File: config.mk
export PLATFORM = sky130hd
export DESIGN_NAME = multi_debouncer
export DESIGN_NICKNAME = d
export VERILOG_FILES = /design/src/rtl/multi_debouncer.sv
export SDC_FILE = /design/constraint.sdc
export NUM_CORES = 1
export LEC_CHECK = 0
export BUFFER_PORTS_ARGS = -buffer_cell sky130_fd_sc_hd__buf_2
export CAP_MARGIN = 20
export CORE_MARGIN = 5
export CORE_UTILIZATION = 62
export DETAILED_ROUTE_END_ITERATION = 12
export MAX_ROUTING_LAYER = met4
export PLACE_DENSITY = 0.88
export SLEW_MARGIN = 20
export SYNTH_ARGS = -nofsm -noshare
export SYNTH_HDL_FRONTEND = slang
export SYNTH_SLANG_ARGS = --single-unit
File: constraint.sdc
create_clock -name i_clk -period 2.65 [get_ports i_clk]
set_input_delay 0.53 -clock i_clk [delete_from_list [all_inputs] [get_ports i_clk]]
set_output_delay 0.53 -clock i_clk [all_outputs]
set_load 0.03 [all_outputs]
File: src/rtl/multi_debouncer.sv
// Multi-channel debouncer: per-channel synchroniser, counter and filter (lockout or integrate).
// Each channel drives a registered level, one-cycle rise/fall pulses and a busy flag.
module multi_debouncer #(
  parameter int unsigned CHANNELS    = 4,
  parameter int unsigned CLK_WAIT    = 20000000,
  parameter int unsigned MODE        = 0,
  parameter int unsigned SYNC_STAGES = 2,
  parameter int unsigned RESET_LEVEL = 0
) (
  input  logic                i_clk,
  input  logic                i_rst,
  input  logic [CHANNELS-1:0] i_buttons,
  output logic [CHANNELS-1:0] o_signal,
  output logic [CHANNELS-1:0] o_rise,
  output logic [CHANNELS-1:0] o_fall,
  output logic [CHANNELS-1:0] o_busy
);

  localparam int unsigned     CntW   = $clog2(CLK_WAIT);
  localparam logic [CntW-1:0] CntMax = CntW'(CLK_WAIT - 1);
  localparam logic            RstLvl = (RESET_LEVEL != 0);

  typedef enum logic {StIdle, StHold} state_e;

  for (genvar ch = 0; ch < CHANNELS; ch++) begin : g_ch
    logic [SYNC_STAGES-1:0] sync_q;
    logic                   s;
    logic [CntW-1:0]        count_q;
    logic                   signal_q;
    logic                   rise_q;
    logic                   fall_q;
    logic                   busy_q;

    always_ff @(posedge i_clk) begin
      if (i_rst) begin
        sync_q <= {SYNC_STAGES{RstLvl}};
      end else begin
        sync_q <= {sync_q[SYNC_STAGES-2:0], i_buttons[ch]};
      end
    end

    assign s = sync_q[SYNC_STAGES-1];

    if (MODE == 0) begin : g_lockout
      state_e state_q;

      // Follow the input at once, then ignore it until the hold interval has elapsed.
      always_ff @(posedge i_clk) begin
        if (i_rst) begin
          state_q  <= StIdle;
          count_q  <= '0;
          signal_q <= RstLvl;
          rise_q   <= 1'b0;
          fall_q   <= 1'b0;
          busy_q   <= 1'b0;
        end else begin
          rise_q <= 1'b0;
          fall_q <= 1'b0;
          case (state_q)
            StIdle: begin
              if (s != signal_q) begin
                signal_q <= s;
                rise_q   <= s;
                fall_q   <= ~s;
                count_q  <= '0;
                state_q  <= StHold;
                busy_q   <= 1'b1;
              end else begin
                busy_q <= 1'b0;
              end
            end
            StHold: begin
              if (count_q == CntMax) begin
                count_q <= '0;
                state_q <= StIdle;
                busy_q  <= 1'b0;
              end else begin
                count_q <= count_q + CntW'(1);
                busy_q  <= 1'b1;
              end
            end
            default: begin
              state_q <= StIdle;
              busy_q  <= 1'b0;
            end
          endcase
        end
      end
    end else begin : g_integrate
      // Accept a new level only after it has been seen on CLK_WAIT consecutive edges.
      always_ff @(posedge i_clk) begin
        if (i_rst) begin
          count_q  <= '0;
          signal_q <= RstLvl;
          rise_q   <= 1'b0;
          fall_q   <= 1'b0;
          busy_q   <= 1'b0;
        end else begin
          rise_q <= 1'b0;
          fall_q <= 1'b0;
          if (s == signal_q) begin
            count_q <= '0;
            busy_q  <= 1'b0;
          end else if (count_q == CntMax) begin
            signal_q <= s;
            rise_q   <= s;
            fall_q   <= ~s;
            count_q  <= '0;
            busy_q   <= 1'b0;
          end else begin
            count_q <= count_q + CntW'(1);
            busy_q  <= 1'b1;
          end
        end
      end
    end

    assign o_signal[ch] = signal_q;
    assign o_rise[ch]   = rise_q;
    assign o_fall[ch]   = fall_q;
    assign o_busy[ch]   = busy_q;
  end

endmodule

=== Word-level counts from Yosys, hierarchy flattened ===
Index checks and enable logic that the tools add are counted.
Widths: inputs -> output; s select.

* Register bits: 124
* Bits of input ports: 6
* Output and inout port bits: 16
* Word-level logic and storage cells: 84

* Add/sub/neg operators: 4
* Eq/ne operators: 12
* Mux-type cells: 24
* Bitwise logic cells: 12
* Reductions and logical operators: 8

{| class="wikitable"
|+ Operators by type and width
! cell !! number
|-
| $mux 25 || 8
|-
| $pmux 25 s2 || 4
|-
| $add 25x1->25 const B || 4
|-
| $eq 25x25->1 const B || 4
|-
| $not 1->1 || 12
|-
| $reduce_or 3->1 || 4
|-
| $mux 1 || 8
|-
| $ne 2x2->1 const B || 4
|-
| $pmux 1 s2 || 4
|-
| $reduce_and 2->1 || 4
|-
| $ne 1x1->1 || 4
|}

=== Logic depth before layout (Yosys ltp) ===
* Word-level depth: 3
* Mapped depth: 8
* Gate-level depth less buffers: 6

=== Worst setup path after synthesis ===
Ideal clock, no wire load.

* Path kind: register to register
* Start: reg g_ch[2].count_q[12]
* End: reg g_ch[2].count_q[20]
* Setup time: 117 ps
* Data arrival time: 1905 ps
* Data required time: 2533 ps
* Path slack: 628 ps
* Cell stages (with the launch flop): 7
* Buffers on the path: 1
* Period minus slack after synthesis: 2022 ps
* Cell sequence: dfxtp_1 > or4b_1 > nor4_2 > a211oi_1 > buf_2 > a21o_1 > a22o_1

* Cells in the longest elaborated chain, start to end: 3
* Elaborated cells between the ends (all ways): 4
* Classes of those cells: 1 x add/sub; 1 x eq/ne; 2 x mux

{| class="wikitable"
|+ Ends and longest elaborated chain
! item !! line !! RTL
|-
| start, declared || 28 || <nowiki>logic [CntW-1:0] count_q;</nowiki>
|-
| start signal, assigned || 78 || <nowiki>count_q <= count_q + CntW'(1);</nowiki>
|-
| $add 25x1->25 or $eq 25x25->1 (tied branches) || 78, 73 ||
|-
| $mux 25 * || 73 || <nowiki>if (count_q == CntMax) begin</nowiki>
|-
| $pmux 25 s2 * || 59 || <nowiki>case (state_q)</nowiki>
|}

Mark *: on every way between the ends. The rest lies on a longest branch, timed or not.
A chain may end at the register's enable or synchronous reset.

=== Final worst setup path ===
* Start: reg g_ch[1].count_q[0]
* End: reg g_ch[1].count_q[18]

* Cells in the longest elaborated chain, start to end: 3
* Elaborated cells between the ends (all ways): 4
* Classes of those cells: 1 x add/sub; 1 x eq/ne; 2 x mux

{| class="wikitable"
|+ Ends and longest elaborated chain
! item !! line
|-
| start, declared || 28
|-
| start signal, assigned || 78
|-
| $add 25x1->25 or $eq 25x25->1 (tied branches) || 78, 73
|-
| $mux 25 * || 73
|-
| $pmux 25 s2 * || 59
|}

Marked as above.

==> reports/metrics.yaml <==
timing:
  fin_crit_ps: 2460
  layout_worst_path_cycle_share_pct: 92.7
  setup_viol: 0
  worst_pin_slew_ps: 735
  finalMaxSlewViolations: 0
  relSlewSlack_pct: 50.6
  rsz0062_at_grt: "false"
  fmax_mhz: 407
  whs_ps: 209
  hold_violations: 0
  tns_ps: 0
  skew_ps: 5.26
  fin_ws_ps: 193
cts:
  clockRootBuffer: "clkbuf_8"
  cts_buffer_depth: 2
  post_cts_buffers: 0
  cts_sinks: 124
  clkTransAtPathRegs_ps: 60
  clk_latency_ps: 530
  cts_buffers: 17
  htreeDepth: 4
  cts_hold_buf: 0
  cts_resized: 0
  cts_tree: "done"
route:
  drt-total-wl_um: 14300
  via_per_inst: 6.41
  drcViolationCount: 0
  routed-via-count: 5682
  first_pass_iters: 5
  drt_iter0_markers: 370
  wl_per_cell_um: 16.2
  ant_nets: 0
global_routing:
  grtUsageMet3_pct: 6.51
  grt_pass1_vias: 5408
  antenna_found_initial: 0
  met1_usage_pct: 32.1
  use_met2_pct: 41.3
  grt_pass1_wl_um: 24700
  grt_use_total_pct: 26.3
  gr-max-usage-layer: "met2"
  grt_max_degree: 32
  grt-ovfl-total: 0
pwr:
  p_comb_share_pct: 5.4
  pwr-share-seq_pct: 42.3
  switching_power_mw: 1.02
  irDropWorstVdd_v: 0.000498
  power.internal_mw: 3.51
  clkPwrFrac_pct: 52.2
  p_sw_share_pct: 22.6
  pwr_density_cell_mw_per_mm2: 662
  p_leak_nw: 2.37
  total_power_mw: 4.53
worst_setup_path:
  path_cells: "ha_1 -> nand4_1 -> nor3_1 -> a21oi_4 -> and3_1 -> a221o_1"
  crit_fanout: 31
  crit_buf_inv: 0
  slowest_delay_ps: 590
  r2r_setup_slack_ps: 190
  reg2reg_depth: 6
  cp_top_family: "simple AND/OR/NAND/NOR gates"
  slowest_stage: "nor3_1"
  end_kind: "register"
  reg2reg_from: "g_ch[1].count_q[0]"
  start_kind: "register"
  r2r_end: "g_ch[1].count_q[18]"
  path_class: "reg -> reg"
  worstPathRequired_ps: 3060
  path_depth: 6
  worstPathArrival_ps: 2870
yosys:
  ys_top_cells_by_count: "dfxtp_1, nand2_1, nor2_1, nand3_1, a31oi_1"
  synthXorXnorAreaFrac_pct: 4.31
  synthFlopType: "dfxtp_1"
  synthesis.area_mm2: 0.00609
  synth_most_common_cell: "dfxtp_1"
  ys_warn_count: 0
  ys_seq_area_share_pct: 40.7
  yosysUniqueCellTypes: 61
  yosys.area_share.adder_pct: 0.821
  synth_top_family_by_area: "simple AND/OR/NAND/NOR gates"
  synthSimpleGateAreaFrac_pct: 30.4
  syn_nets: 745
  synth.area.top_cells: "dfxtp_1, nand2_1, a31oi_1"
  async_reset_ff_share_pct: 0
  synthMuxAreaShare_pct: 1.81
  synth_edf_count: 0
  ys_seq_elements: 124
  netlist_instances: 735
  yosysTopAreaCell: "dfxtp_1"
  syn_avg_cell_area_um2: 8.29
  synthDominantCellAreaShare_pct: 40.7
  synth_compound_area_share_pct: 16.9
layout:
  stdcell_count: 887
  areaGrowthSynthToFinish_pct: 12.2
  fin_nets: 751
  utilization_pct: 70.6
  final_area_mm2: 0.00684
  layout-drive-gt1-share_pct: 10.2
  n_antenna_cell: 0
die:
  fp-row-count: 36
  start_util_pct: 62.9
  io_pins: 22
  die_w_um: 109
  core_mm2: 0.00968
  die_h_um: 109
  dieArea_mm2: 0.0119
min_path:
  min-delay-start: "i_buttons[0]"
  hold_end: "g_ch[0].sync_q[0]"
  holdCritPathClass: "in -> reg"
  whs_path_depth: 2
place:
  preCtsSetupSlack_ps: 279
  gp_congestion: 0.892
  placed_area_mm2: 0.00623
  place_inst: 855
  hpwlAfterDp_um: 9090
  port_buffers: 21
outcome:
  outcome: "finished, final reports clean"
flow_run:
  max_cap_violations: 0
[how the worst max path moves through the flow]
stage                              startpoint                  end  slack [ps]
after global placement    g_ch[1].count_q[13]  g_ch[1].count_q[18]         380
final                      g_ch[1].count_q[0]  g_ch[1].count_q[18]         190
after global routing       g_ch[1].count_q[0]  g_ch[1].count_q[23]          60
after detailed placement   g_ch[1].count_q[0]  g_ch[1].count_q[23]         280
after CTS                  g_ch[1].count_q[0]  g_ch[1].count_q[23]         210
after floorplan           g_ch[2].count_q[12]  g_ch[2].count_q[20]         630
[registers in the layout, summed over array words and instances, names as in the netlist]
name,count
g_ch.count_q,100
g_ch.fall_q,4
g_ch.g_lockout.state_q,4
g_ch.rise_q,4
g_ch.signal_q,4
g_ch.sync_q,8
[logic make-up after synthesis]
logic type / after synthesis
buffers and inverters: 62
DFF: 124
adders and majority gates: 4
xor gates and xnor gates: 30
and+or+nand+nor: 347
AOI/OAI and AO/OA: 157
muxes: 11
[worst register-to-register path: cells and delay by family, from the launching register on]
kind | cells | cell delay (ps)
and+or+nand+nor | 3 | 1110
AOI/OAI and AO/OA | 2 | 580
DFF | 1 | 420
adders and majority gates | 1 | 250
[cells in the final DEF (no fill, tap or decap), types with 7 or more instances in the layout]
cell / n
clkbuf_16: 16
mux2i_1: 11
nand4_1: 30
nor2b_1: 9
dfxtp_1: 124
nand3_1: 47
a31oi_1: 40
nor3_1: 25
a41oi_1: 7
and3_1: 23
nand2b_1: 9
a22o_1: 14
buf_4: 14
buf_2: 21
xor2_1: 11
nand2_1: 80
a21oi_1: 37
nor4b_1: 11
xnor2_1: 19
inv_1: 14
nor2_1: 60
nor4_1: 14
o21ai_0: 25
and4_1: 7
a21o_1: 8
[power by group through the flow]
stage          sequential, mW  combinational, mW  clock, mW
6_report                 1.92              0.245       2.37
3_5_place_dp             1.96              0.239          0
2_1_floorplan            1.94              0.201          0
4_1_cts                  1.92              0.242       2.40
3_3_place_gp             1.96              0.232          0
5_1_grt                  1.92              0.269       2.49
[layout make-up]
cell class	count	area, µm²
clock buffers	20	435
clock inverters	12	170
fillers	699	2850
inverters	14	52.6
multi-input cells	549	3320
flip-flops and latches	124	2480
well taps	133	166
repair buffers	35	210
[layer usage]
layer,vias to the layer above,routed length [µm]
li1,2729,-
met1,2665,6120
met2,247,6870
met3,41,979
met4,0,366
met5,-,0
(Power assumes the default switching activity.)
